**src/rtl/qspim_if.sv**
```systemverilog
`default_nettype none
// ============================================================================
// Module   : qspim_if
// Purpose  : Quad-SPI master bridge. Turns one register-style read or write
//            request into a complete quad-lane SPI frame. Frame layout:
//            command byte {op, be}, 24-bit address, then either 32 bits of
//            write data or DUMMY_CYC turnaround clocks followed by 32 bits
//            of read data. All phases use four lanes, most-significant
//            nibble first. SPI mode 0 is used (sclk idles low).
// Ports    : sys_clk    - single system clock, rising edge
//            rst        - asynchronous active-high reset
//            reg_wr/rd  - level requests, held until reg_ack
//            reg_addr   - 24-bit transfer address
//            reg_be     - byte enables, sent in the command byte
//            reg_wdata  - write data
//            reg_rdata  - read data, updated with the read's reg_ack
//            reg_ack    - one-cycle completion pulse
//            reg_busy   - high while a frame is in progress
//            sclk/ssn   - SPI clock and active-low chip select
//            sdout      - quad data to slave, sdout_oen active-low enable
//            sdin       - quad data from slave
// Revision : 1.0 - initial release
// ============================================================================
module qspim_if #(
    parameter int unsigned CLK_DIV   = 2,
    parameter int unsigned DUMMY_CYC = 2
) (
    input  logic        sys_clk,
    input  logic        rst,
    input  logic        reg_wr,
    input  logic        reg_rd,
    input  logic [23:0] reg_addr,
    input  logic [3:0]  reg_be,
    input  logic [31:0] reg_wdata,
    output logic [31:0] reg_rdata,
    output logic        reg_ack,
    output logic        reg_busy,
    output logic        sclk,
    output logic        ssn,
    output logic [3:0]  sdout,
    output logic        sdout_oen,
    input  logic [3:0]  sdin
);

    typedef enum logic [3:0] {
        IDLE     = 4'd0,
        CS_SETUP = 4'd1,
        CMD      = 4'd2,
        ADDR     = 4'd3,
        WDATA    = 4'd4,
        DUMMY    = 4'd5,
        RDATA    = 4'd6,
        CS_HOLD  = 4'd7,
        CS_IDLE  = 4'd8
    } state_t;

    localparam logic [7:0] c_div_last   = 8'(CLK_DIV - 1);
    localparam logic [7:0] c_ack_pre    = (CLK_DIV > 1) ? 8'(CLK_DIV - 2) : 8'd0;
    localparam bit         c_div_one    = (CLK_DIV == 1);
    localparam logic [3:0] c_dummy_last = 4'(DUMMY_CYC - 1);
    localparam logic [3:0] c_op_wr      = 4'h2;
    localparam logic [3:0] c_op_rd      = 4'h3;

    state_t      state_q;
    logic [7:0]  div_q;      // sys_clk count within the current sclk half-period
    logic [3:0]  cyc_q;      // sclk cycle count within the current phase
    logic        is_rd_q;
    logic [59:0] sh_q;       // nibbles still to send after the one on sdout
    logic [31:0] rx_q;
    logic        sclk_q;
    logic        ssn_q;
    logic [3:0]  sdout_q;
    logic        oen_q;
    logic        ack_q;
    logic        busy_q;
    logic [31:0] rdata_q;

    logic        w_div_end;
    logic        w_cyc_end;
    logic        w_ack_set;
    logic [3:0]  w_phase_last;

    assign w_div_end = (div_q == c_div_last);
    assign w_cyc_end = (cyc_q == w_phase_last);

    // reg_ack must be high in the final CS_IDLE cycle, so it is set one
    // cycle earlier; with CLK_DIV=1 that earlier cycle is the last CS_HOLD one.
    assign w_ack_set = c_div_one ? ((state_q == CS_HOLD) && w_div_end)
                                 : ((state_q == CS_IDLE) && (div_q == c_ack_pre));

    always_comb begin
        w_phase_last = 4'd0;
        case (state_q)
            CMD:     w_phase_last = 4'd1;
            ADDR:    w_phase_last = 4'd5;
            WDATA:   w_phase_last = 4'd7;
            DUMMY:   w_phase_last = c_dummy_last;
            RDATA:   w_phase_last = 4'd7;
            default: w_phase_last = 4'd0;
        endcase
    end

    always_ff @(posedge sys_clk or posedge rst) begin
        if (rst) begin
            state_q <= IDLE;
            div_q   <= '0;
            cyc_q   <= '0;
            is_rd_q <= 1'b0;
            sh_q    <= '0;
            rx_q    <= '0;
            sclk_q  <= 1'b0;
            ssn_q   <= 1'b1;
            sdout_q <= '0;
            oen_q   <= 1'b1;
            ack_q   <= 1'b0;
            busy_q  <= 1'b0;
            rdata_q <= '0;
        end else begin
            ack_q <= 1'b0;
            case (state_q)
                IDLE: begin
                    div_q <= '0;
                    cyc_q <= '0;
                    if (reg_wr || reg_rd) begin
                        state_q <= CS_SETUP;
                        is_rd_q <= ~reg_wr;
                        // First command nibble goes out with chip select.
                        sdout_q <= reg_wr ? c_op_wr : c_op_rd;
                        sh_q    <= {reg_be, reg_addr, reg_wdata};
                        oen_q   <= 1'b0;
                        ssn_q   <= 1'b0;
                        busy_q  <= 1'b1;
                    end
                end

                CS_SETUP: begin
                    if (w_div_end) begin
                        div_q   <= '0;
                        state_q <= CMD;
                    end else begin
                        div_q <= div_q + 8'd1;
                    end
                end

                CMD, ADDR, WDATA, DUMMY, RDATA: begin
                    if (!w_div_end) begin
                        div_q <= div_q + 8'd1;
                    end else begin
                        div_q  <= '0;
                        sclk_q <= ~sclk_q;
                        if (!sclk_q) begin
                            // Rising sclk: slave data has been stable since the
                            // previous falling edge.
                            if (state_q == RDATA) begin
                                rx_q <= {rx_q[27:0], sdin};
                            end
                        end else begin
                            // Falling sclk ends one sclk cycle.
                            if (state_q inside {CMD, ADDR, WDATA}) begin
                                sdout_q <= sh_q[59:56];
                                sh_q    <= {sh_q[55:0], 4'h0};
                            end
                            if (w_cyc_end) begin
                                cyc_q <= '0;
                                case (state_q)
                                    CMD: state_q <= ADDR;
                                    ADDR: begin
                                        if (is_rd_q) begin
                                            state_q <= DUMMY;
                                            sdout_q <= '0;
                                            oen_q   <= 1'b1;
                                        end else begin
                                            state_q <= WDATA;
                                        end
                                    end
                                    WDATA: begin
                                        state_q <= CS_HOLD;
                                        sdout_q <= '0;
                                        oen_q   <= 1'b1;
                                    end
                                    DUMMY:   state_q <= RDATA;
                                    default: state_q <= CS_HOLD;
                                endcase
                            end else begin
                                cyc_q <= cyc_q + 4'd1;
                            end
                        end
                    end
                end

                CS_HOLD: begin
                    if (w_div_end) begin
                        div_q   <= '0;
                        ssn_q   <= 1'b1;
                        state_q <= CS_IDLE;
                    end else begin
                        div_q <= div_q + 8'd1;
                    end
                end

                CS_IDLE: begin
                    if (w_div_end) begin
                        div_q   <= '0;
                        busy_q  <= 1'b0;
                        state_q <= IDLE;
                    end else begin
                        div_q <= div_q + 8'd1;
                    end
                end

                default: state_q <= IDLE;
            endcase

            if (w_ack_set) begin
                ack_q <= 1'b1;
                if (is_rd_q) begin
                    rdata_q <= rx_q;
                end
            end
        end
    end

    assign reg_rdata = rdata_q;
    assign reg_ack   = ack_q;
    assign reg_busy  = busy_q;
    assign sclk      = sclk_q;
    assign ssn       = ssn_q;
    assign sdout     = sdout_q;
    assign sdout_oen = oen_q;

endmodule
`default_nettype wire

```
**config.mk**
```make
export PLATFORM = sky130hd
export DESIGN_NAME = qspim_if
export DESIGN_NICKNAME = d
export VERILOG_FILES = /design/src/rtl/qspim_if.sv
export SDC_FILE = /design/constraint.sdc
export NUM_CORES = 1
export LEC_CHECK = 0
export BUFFER_PORTS_ARGS = -buffer_cell sky130_fd_sc_hd__buf_2
export CAP_MARGIN = 20
export CORE_ASPECT_RATIO = 0.75
export CORE_MARGIN = 1.5
export CORE_UTILIZATION = 25
export DETAILED_ROUTE_END_ITERATION = 8
export SLEW_MARGIN = 10
export SYNTH_ARGS = -nofsm -noshare
export SYNTH_HDL_FRONTEND = slang
export SYNTH_SLANG_ARGS = --single-unit
```
**constraint.sdc**
```tcl
create_clock -name sys_clk -period 6.7 [get_ports sys_clk]
set_input_delay 0 -clock sys_clk [delete_from_list [all_inputs] [get_ports sys_clk]]
set_output_delay 0 -clock sys_clk [all_outputs]
set_load 0.1 [all_outputs]
```
==> metrics.md, run 1 <==
| Metric | Value |
|---|---|
| Worst path arrival time | `3.26 ns` |
| Min-delay worst type | `input port to register` |
| Fin. max-slew vios | `0` |
| Kind of critical path | `register to register` |
| Synth Area per Inst | `11.69 µm²` |
| Placed Cells | `991` |
| Via density | `4.354` |
| Tot Pwr | `0.003772 W` |
| Hold Vio Cnt, Final | `0` |
| Reg-to-reg endpoint | `sdout[0]$_DFFE_PP0P_` |
| Layout area overhead | `32.48%` |
| Layout Skew | `0.008837 ns` |
| Final antenna-violating net count | `0` |
| Combinational fraction of design power | `36.5%` |
| Largest net degree at the start of global routing | `125` |
| Final net count | `806` |
| Die height | `144.0 µm` |
| Register bit total from synthesis | `150` |
| Row cnt | `51` |
| Die Width | `191.0 µm` |
| Internal | `0.002308 W` |
| Setup crit end kind | `register` |
| Synth unique cells | `51` |
| Post-synth EDFFs | `0` |
| Root Buffer | `clkbuf_16` |
| Die area | `27500 µm²` |
| Initial antenna violation count | `0` |
| Worst hold start | `reg_rd` |
| R2R cell count | `6` |
| Share of cells above drive strength 1 | `30.52%` |
| Most frequent cells in the layout | `dfrtp_1, buf_2, nand2_1, o21ai_0, dlygate4sd3_1` |
| Inserted Clock Buffers | `17` |
| Drt pass-1 iters | `4` |
| Tmin final | `2.958 ns` |
| Sequential share of power | `39.0%` |
| First-pass GRT wire length | `25.05 mm` |
| H-tree Lvls | `4` |
| GPL Wtd Cong | `0.7572` |
| Worst-Margin Slew | `1.048 ns` |
| Core area | `25970 µm²` |
| Ports | `109` |
| Slowest Stage Delay on Critical Path | `0.69 ns` |
| Clock power share | `24.5%` |
| Unrepaired setup endpoints after global routing | `false` |
| Worst EP required | `7.00 ns` |
| Ys async rst share | `100.0%` |
| CTS tree | `done` |
| Reg2Reg Launch Point | `state_q[3]$_DFFE_PP0P_` |
| Synthesized area | `6626 µm²` |
| WL/cell | `14.20 µm` |
| CTS max path bufs | `2` |
| Slew Limit Headroom | `30.16%` |
| Setup repair bufs after CTS | `0` |
| Syn. warnings | `0` |
| Lkg Pwr | `4.115 nW` |
| Max frequency | `0.3380 GHz` |
| Top FF cell, synth | `dfrtp_1` |
| Total GRT Usage | `11.70%` |
| Via count of the first global-routing pass | `4778` |
| Final Cell Area | `8778 µm²` |
| Switching pwr | `0.001464 W` |
| Clock sink count | `150` |
| Worst skew pair latency | `0.42 ns` |
| Setup violators final | `0` |
| Iter 0 DRT Violations | `141` |
| Hold path cells | `3` |
| Tcrit/Tclk final | `44.15%` |
| Max-Cap Viols | `0` |
| Initial Util | `25.51%` |
| Worst slack, placed | `3.749 ns` |
| Worst Hold End | `sdout_oen$_DFFE_PP1P_` |
| Worst R2R Setup Slack | `3.74 ns` |
| Final WL | `15.50 mm` |
| Clock transition at path regs | `0.07 ns` |
| P per Cell Area | `429.7 nW/µm²` |
| Setup TNS Final | `0 ns` |
| GR Overflow Total | `0` |
| Port bufs | `108` |
| Non-Filler Instances | `1091` |
| Critical path cell sequence | `o21bai_1, or2_4, buf_4, o21ai_0, and4_1, a221o_1` |
| Most common cell after layout, fill and taps aside | `dfrtp_1` |
| Startpoint Class | `register` |
| Slowest cell on crit path | `dfrtp_1` |
| Syn_nets | `639` |
| Number of diodes | `0` |
| Final worst slack | `3.742 ns` |
| Status | `completed` |
| Sw Share | `38.82%` |
| CP Max Fanout | `42` |
| DR vias | `4750` |
| Dpl cell area | `7510 µm²` |
| Cells after Synth | `567` |
| Post-route DRC | `0` |
| Register area share after synthesis | `56.68%` |
| VDD IR-drop max | `0.2596 mV` |
| Detailed Place HPWL | `9.998 mm` |
[worst max-delay path by stage]
stage / from / end / slack (ns)
after floorplan: rst / cyc_q[0]$_DFFE_PP0P_ / 2.67
after global placement: state_q[0]$_DFFE_PP0P_ / sdout[0]$_DFFE_PP0P_ / 3.77
after detailed placement: state_q[0]$_DFFE_PP0P_ / sdout[0]$_DFFE_PP0P_ / 3.75
after CTS: state_q[3]$_DFFE_PP0P_ / sdout[0]$_DFFE_PP0P_ / 3.73
after global routing: state_q[3]$_DFFE_PP0P_ / sdout[0]$_DFFE_PP0P_ / 3.50
final: state_q[3]$_DFFE_PP0P_ / sdout[0]$_DFFE_PP0P_ / 3.74
[power by group through the flow]
stage | clock, W | sequential, W | combinational, W
2_1_floorplan | 0 | 0.00153 | 0.00100
3_3_place_gp | 0 | 0.00148 | 0.00133
3_5_place_dp | 0 | 0.00149 | 0.00135
4_1_cts | 0.000961 | 0.00147 | 0.00139
5_1_grt | 0.000998 | 0.00152 | 0.00153
6_report | 0.000923 | 0.00147 | 0.00138
[per-layer routing]
| metal | wire length (µm) | track usage (%) |
|---|---|---|
| met1 | 7773 | 15.79 |
| met2 | 7145 | 18.21 |
| met3 | 379 | 2.863 |
| met4 | 198 | 4.186 |
| met5 | 0 | 0 |
[sequential cells by signal, indices dropped and copies added, names as in the netlist, 4 cells and up]
name and count:
sh_q 60, sdout 4, rx_q 32, reg_rdata 32
div_q 8, state_q 4, cyc_q 4
[final cells by class]
| type | count | area (µm²) |
|---|---|---|
| fillers | 2547 | 17190 |
| flip-flops and latches | 150 | 3756 |
| multi-input cells | 377 | 2710 |
| repair buffers | 182 | 1284 |
| well taps | 344 | 430.4 |
| clock buffers | 17 | 425.4 |
| clock inverters | 15 | 145.1 |
| inverters | 6 | 27.53 |
[critical path: cells and delay by family, from the launching register on]
kind                   cells  cell delay (ns)
buffers and inverters      1             0.62
AO/OA/AOI/OAI              3             0.77
AND/OR/NAND/NOR            2             0.73
flip-flops                 1             0.69
[synthesized netlist by cell type, types with 3 or more instances]
| master | instances | area [µm²] |
|---|---|---|
| o31ai_1 | 3 | 22.52 |
| buf_1 | 10 | 37.54 |
| clkbuf_1 | 15 | 56.30 |
| xnor2_1 | 3 | 26.28 |
| mux2_2 | 66 | 743.2 |
| ha_1 | 4 | 50.05 |
| mux2i_1 | 56 | 560.5 |
| o21a_1 | 3 | 22.52 |
| buf_2 | 6 | 30.03 |
| nand3_1 | 4 | 20.02 |
| xor2_1 | 3 | 26.28 |
| and3_1 | 4 | 25.02 |
| nor2b_1 | 6 | 37.54 |
| a21oi_1 | 7 | 35.03 |
| inv_1 | 6 | 22.52 |
| dfrtp_1 | 148 | 3704 |
| nor3_1 | 8 | 40.04 |
| buf_6 | 3 | 33.78 |
| nor2_1 | 14 | 52.55 |
| nand2_1 | 81 | 304.0 |
| o21ai_0 | 75 | 375.4 |
[metrics by stage]
step | hold WS [ns] | util, %
floorplan | 0.08573 | -
global placement | 0.1671 | 28.92
detailed placement | 0.1680 | 28.92
CTS | 0.04792 | 33.69
global route | 0.08214 | 33.80
finish | 0.06489 | 33.80
[kinds of logic after synthesis]
kind of cell / count (synthesis) / synth area share (%)
fa+ha+maj: 4 / 0.7553
simple gates: 139 / 10.12
mux: 122 / 19.68
compound gates: 106 / 9.252
flops: 150 / 56.68
xor+xnor: 6 / 0.7932
buf+inv: 40 / 2.719
[timing repair]
item | in CTS | in global routing
hold buffers | 67 | 0
hold endpoints to repair | 138 | 0
gates resized for setup | 0 | 0
(Power assumes the default switching activity.)
==> inputs of run 2 (changes only) <==
==> constraint.sdc (replaced) <==
create_clock -name sys_clk -period 2.4 [get_ports sys_clk]
set_input_delay 0 -clock sys_clk [delete_from_list [all_inputs] [get_ports sys_clk]]
set_output_delay 0 -clock sys_clk [all_outputs]
set_load 0.1 [all_outputs]
==> run 2 against run 1 <==
Power grew to 2.9 times the previous value. Clock power grew to 3.1 times the previous value. Maximum frequency grew 31%. Routed wire length shrank 1.7%. Global-route usage grew 0.13 points. Critical path type unchanged. Sequential share of layout area shrank 1.1 points. Die area is the same.
==> metrics.md, run 2 (synthesized netlist as in run 1, its figures left out) <==
| Metric | Value |
|---|---|
| Detailed Place HPWL | `9.846 mm` |
| Multi-input logic area | `2724 µm²` |
| Core area | `25970 µm²` |
| Die area | `27500 µm²` |
| H-tree Lvls | `4` |
| Fin. max-slew vios | `0` |
| Worst path arrival time | `2.57 ns` |
| Port bufs | `108` |
| Ports | `109` |
| Dpl cell area | `7699 µm²` |
| Most common cell after layout, fill and taps aside | `dfrtp_1` |
| Initial Util | `25.51%` |
| Filler Cell Count | `2579` |
| Iter 0 DRT Violations | `377` |
| Clock power share | `25.9%` |
| Root Buffer | `clkbuf_16` |
| Share of cells above drive strength 1 | `32.11%` |
| Tcrit/Tclk final | `93.95%` |
| Switching pwr | `0.004114 W` |
| Initial antenna violation count | `0` |
| Unrepaired setup endpoints after global routing | `false` |
| Setup crit end kind | `register` |
| Kind of critical path | `register to register` |
| Layout Skew | `0.007133 ns` |
| Slowest Stage Delay on Critical Path | `0.42 ns` |
| Inserted Clock Buffers | `17` |
| Sequential share of power | `36.3%` |
| Hold Vio Cnt, Final | `0` |
| Largest net degree at the start of global routing | `151` |
| Layout area overhead | `36.05%` |
| Max frequency | `0.4435 GHz` |
| WL/cell | `13.76 µm` |
| Internal | `0.007011 W` |
| Final WL | `15.23 mm` |
| Clock transition at path regs | `0.06 ns` |
| P per Cell Area | `1234 nW/µm²` |
| Post-route DRC | `0` |
| Slowest cell on crit path | `or3b_4` |
| Final antenna-violating net count | `0` |
| Via count of the first global-routing pass | `4680` |
| Final Util | `34.71%` |
| Via density | `4.309` |
| Min-delay worst type | `input port to register` |
| Number of diodes | `0` |
| Worst-Margin Slew | `0.8410 ns` |
| Slew Limit Headroom | `43.93%` |
| Startpoint Class | `register` |
| Number of flip-flops in the largest register | `60` |
| Critical path cell sequence | `inv_1, ha_1, or3b_4, or2_4, o32a_2, a211o_2, a211o_2` |
| Worst skew pair latency | `0.42 ns` |
| CTS max path bufs | `2` |
| Lkg Pwr | `4.238 nW` |
| Drt pass-1 iters | `4` |
| Final net count | `822` |
| Row cnt | `51` |
| Setup violators final | `0` |
| Worst EP required | `2.71 ns` |
| Clock sink count | `150` |
| VDD IR-drop max | `0.6289 mV` |
| Tmin final | `2.255 ns` |
| Combinational fraction of design power | `37.8%` |
| Sw Share | `36.98%` |
| Die Width | `191.0 µm` |
| Most frequent cells in the layout | `dfrtp_1, buf_2, nand2_1, o21ai_0, dlygate4sd3_1` |
| DR vias | `4770` |
| GPL Wtd Cong | `0.7611` |
| First-pass GRT wire length | `25.22 mm` |
| Die height | `144.0 µm` |
| Most used cell, CP | `a211o_2` |
| CP Max Fanout | `5` |
| Max-Cap Viols | `0` |
| Total GRT Usage | `11.83%` |
| CTS tree | `done` |
| GR Overflow Total | `0` |
| FF+latch area | `3756 µm²` |
| Worst hold slack | `0.05610 ns` |
| Setup repair bufs after CTS | `0` |
| Worst R2R Setup Slack | `0.15 ns` |
| Largest Register | `sh_q` |
| Status | `completed` |
| Final Cell Area | `9015 µm²` |
==> run 2: cell count changes in the layout (fill, tap and decap cells not counted), moves of 2 or more <==
| cell | change |
|---|---|
| clkbuf_8 | +2 |
| buf_12 | +5 |
| buf_4 | +12 |
| clkinv_4 | -3 |
| clkbuf_1 | +2 |
| bufinv_16 | +3 |
| inv_6 | -4 |
==> run 2: path summary, 6_finish.rpt <==
kind                                      start                      to  cells past startpoint
setup reg to reg           div_q[1]$_DFFE_PP0P_  state_q[2]$_DFFE_PP0P_                      7
max in group asynchronous                   rst    sdout[2]$_DFFE_PP0P_                      4
hold reg to reg            sh_q[52]$_DFFE_PP0P_    sh_q[52]$_DFFE_PP0P_                      2
hold / removal                           reg_rd   sdout_oen$_DFFE_PP1P_                      3
setup / recovery           div_q[1]$_DFFE_PP0P_  state_q[2]$_DFFE_PP0P_                      7
min in group asynchronous                   rst    sh_q[17]$_DFFE_PP0P_                      4
==> run 2: final cells by class <==
cell class                      instances  area share, %
Timing Repair Buffer                  198          16.04
Tap cell                              344          4.774
Sequential cell                       150          41.67
Multi-Input combinational cell        377          30.22
Inverter                                6         0.2915
Clock inverter                         11          1.901
Clock buffer                           21          5.108
==> run 2: worst max-delay path, delay by kind of cell (launching register included) <==
kind / cells / cell delay [ns]
buf+inv: 1 / 0.09
flops: 1 / 0.37
fa+ha+maj: 1 / 0.15
compound gates: 3 / 0.84
simple gates: 2 / 0.69
==> run 2: through the flow <==
step	setup slack [ns]	cells	TNS (ns)	total power (W)
after global placement	0.05906	1008	0	0.008096
after global routing	0.04100	1107	0	0.01193
after detailed placement	-0.002149	1008	-0.002149	0.008201
final	0.1451	1107	0	0.01112
after CTS	0.03172	1107	0	0.01126
after floorplan	0.01131	567	0	0.007058
==> run 2: metal layers <==
layer | up-vias | global-route usage (%) | routed length (µm)
met4 | 0 | 4.269 | 237
met5 | - | 0 | 0
met2 | 86 | 16.99 | 6742
li1 | 2370 | - | -
met3 | 20 | 3.713 | 662
met1 | 2294 | 16.59 | 7588
==> run 2: power groups by stage <==
stage               sequential [W]  combinational, W  clock, W
global placement           0.00407           0.00402         0
finish                     0.00404           0.00421   0.00288
floorplan                  0.00426           0.00280         0
global route               0.00417           0.00466   0.00310
detailed placement         0.00409           0.00411         0
CTS                        0.00405           0.00423   0.00298
==> run 2: what timing repair did <==
action / in CTS / in global routing
endpoints found under the setup margin: 1 / 77
endpoints found under the hold margin: 214 / 0
hold buffers: 67 / 0
resized for setup: 1 / 3
==> inputs of run 3 (changes only) <==
--- a/config.mk
+++ b/config.mk
@@ -5,6 +5,7 @@
 export SDC_FILE = /design/constraint.sdc
 export NUM_CORES = 1
 export LEC_CHECK = 0
+export ABC_AREA = 1
 export BUFFER_PORTS_ARGS = -buffer_cell sky130_fd_sc_hd__buf_2
 export CAP_MARGIN = 20
 export CORE_ASPECT_RATIO = 0.75
==> run 3 against run 2 <==
Via count is 20% higher. Routed wire length is 14% higher. Sequential power is 6.7% lower. Final cell count grew 18%. Clock skew up 0.011 ns. Sequential cell count unchanged. Area after synthesis rose by 2.2%. Critical endpoint is now sh_q[33]$_DFFE_PP0P_.
==> metrics.md, run 3 <==
| Metric | Value |
|---|---|
| Status | `completed` |
| Final WL | `17.37 mm` |
| Worst hold slack | `0.01862 ns` |
| Ys async rst share | `100.0%` |
| CTS tree | `done` |
| Filler Cell Count | `2766` |
| H-tree Lvls | `4` |
| Fin. max-slew vios | `0` |
| Ports | `109` |
| Worst-Margin Slew | `0.7776 ns` |
| Number of diodes | `0` |
| Core area | `26290 µm²` |
| Cells after Synth | `779` |
| Setup TNS Final | `0 ns` |
| Syn. warnings | `0` |
| Final net count | `1020` |
| Worst EP required | `2.71 ns` |
| Kind of critical path | `register to register` |
| Synth top area share | `54.69%` |
| Die area | `28090 µm²` |
| Worst skew pair latency | `0.42 ns` |
| Clock sink count | `150` |
| Slowest cell on crit path | `dfrtp_1` |
| Root Buffer | `clkbuf_16` |
| Iter 0 DRT Violations | `460` |
| Startpoint Class | `register` |
| Initial antenna violation count | `0` |
| Top delay family on crit path | `simple AND/OR/NAND/NOR gates` |
| GPL Wtd Cong | `0.8905` |
| Final antenna-violating net count | `0` |
| CTS max path bufs | `2` |
| Largest Register | `sh_q` |
| Critical path cell sequence | `nor2_4, nand2_1, nand2_2, inv_2, nand2_1, nand2_1, nor2_4, buf_12, o21ai_0, o21a_1` |
| Row cnt | `51` |
| Largest net degree at the start of global routing | `68` |
| Tmin final | `2.110 ns` |
| Tcrit/Tclk final | `87.93%` |
| Share of cells above drive strength 1 | `18.63%` |
| Most frequent cells in the layout | `dfrtp_1, nand2_1, o21ai_0, nor2_1, buf_2` |
| Inserted Clock Buffers | `17` |
| Via density | `4.402` |
| VDD IR-drop max | `1.004 mV` |
| Slew Limit Headroom | `48.05%` |
| Synthesized area | `6771 µm²` |
| First-pass GRT wire length | `28.44 mm` |
| Total GRT Usage | `12.67%` |
| Clock transition at path regs | `0.07 ns` |
| Via count of the first global-routing pass | `5489` |
| Register area share after synthesis | `55.47%` |
| Slowest Stage Delay on Critical Path | `0.48 ns` |
| Top FF cell, synth | `dfrtp_1` |
| Initial Util | `25.76%` |
| Most instantiated library cell after synthesis | `dfrtp_1` |
| Top post-synthesis cells by count | `dfrtp_1, nand2_1, o21ai_0` |
| Most used cell, CP | `nand2_1` |
| Lkg Pwr | `4.140 nW` |
| Layout area overhead | `32.13%` |
| Worst path arrival time | `2.42 ns` |
| Setup repair bufs after CTS | `0` |
| Post-route DRC | `0` |
| GR Overflow Total | `0` |
| Max-Cap Viols | `0` |
| Synth unique cells | `30` |
| Die height | `145.5 µm` |
| Unrepaired setup endpoints after global routing | `false` |
| Min-delay worst type | `input port to register` |
| Tot Pwr | `0.01150 W` |
| Leading area contributor after synthesis | `dfrtp_1` |
| Setup violators final | `0` |
| Hold Vio Cnt, Final | `0` |
| Drt pass-1 iters | `5` |
| Layout Skew | `0.01861 ns` |
| Post-synth EDFFs | `0` |
| Detailed Place HPWL | `11.82 mm` |
| Setup crit end kind | `register` |
| Largest cells by area after synthesis | `dfrtp_1, o21ai_0, nand2_1` |
| P per Cell Area | `1285 nW/µm²` |
| DR vias | `5744` |
| Die Width | `193.0 µm` |
| Most common cell after layout, fill and taps aside | `dfrtp_1` |
| Worst path bufs/invs | `2` |
| Number of flip-flops in the largest register | `60` |
| Synth Area per Inst | `8.693 µm²` |
| Syn_nets | `851` |
| WL/cell | `13.31 µm` |
| Port bufs | `108` |
| CP Max Fanout | `67` |
| Max frequency | `0.4739 GHz` |
| Register bit total from synthesis | `150` |
[run 3: cells by family after synthesis]
family	synth area share [%]
adders and majority gates	0.7391
and+or+nand+nor	19.01
AOI/OAI and AO/OA	16.74
DFF	55.47
buffers and inverters	7.003
xor gates and xnor gates	1.035
[run 3: per-layer routing]
layer  global-route usage [%]  vias up  share of wire [%]
met4                    3.577        0                1.4
met1                    19.09     2711                 52
met2                    18.07      126                 43
li1                         -     2887                  -
met3                    2.653       20                3.8
met5                        0        -                  0
[run 3: worst register-to-register path, stage by stage, from the launching register on]
cell	delay, ns
dfrtp_1	0.48
nor2_4	0.23
nand2_1	0.14
nand2_2	0.13
inv_2	0.06
nand2_1	0.05
nand2_1	0.14
nor2_4	0.21
buf_12	0.27
o21ai_0	0.18
o21a_1	0.13
[run 3: area by class of cell]
cell class,count,area (µm²),area share (%)
Sequential cell,150,3756,41.98
Multi-Input combinational cell,519,2546,28.46
Timing Repair Buffer,188,1379,15.41
Tap cell,344,430.4,4.811
Clock buffer,18,429.2,4.797
Inverter,72,274.0,3.063
Clock inverter,14,132.6,1.482
[run 3: report_power, final]
group	leakage [nW]	switching, W	total, W	internal (W)
clock network	0.272	0.00121	0.00258	0.00138
registers	1.87	0.000459	0.00377	0.00331
logic	2.00	0.00338	0.00515	0.00176
total	4.14	0.00505	0.0115	0.00645
[run 3: final timing paths]
path	slack (ns)	start	end	depth (start not counted)
hold / removal	0.02	reg_addr[6]	sh_q[38]$_DFFE_PP0P_	4
max in group asynchronous	1.36	rst	ssn$_DFFE_PP1P_	4
setup reg to reg	0.29	state_q[3]$_DFFE_PP0P_	sh_q[33]$_DFFE_PP0P_	10
min in group asynchronous	0.25	rst	rx_q[1]$_DFFE_PP0P_	3
setup / recovery	0.29	state_q[3]$_DFFE_PP0P_	sh_q[33]$_DFFE_PP0P_	10
hold reg to reg	0.48	reg_rdata[15]$_DFFE_PP0P_	reg_rdata[15]$_DFFE_PP0P_	2
[run 3: stage by stage]
step | cell area, µm² | setup WS [ns] | util (%) | instances
floorplan | 6775 | 0.4124 | - | 779
global placement | 7735 | 0.3715 | 29.42 | 1208
detailed placement | 7735 | 0.3038 | 29.42 | 1208
CTS | 8947 | 0.2998 | 34.03 | 1305
global route | 8947 | 0.09573 | 34.03 | 1305
finish | 8947 | 0.2898 | 34.03 | 1305
[run 3: what timing repair did]
item,in CTS,in global routing
gates resized for setup,0,0
hold endpoints to repair,92,0
hold buffers,65,0
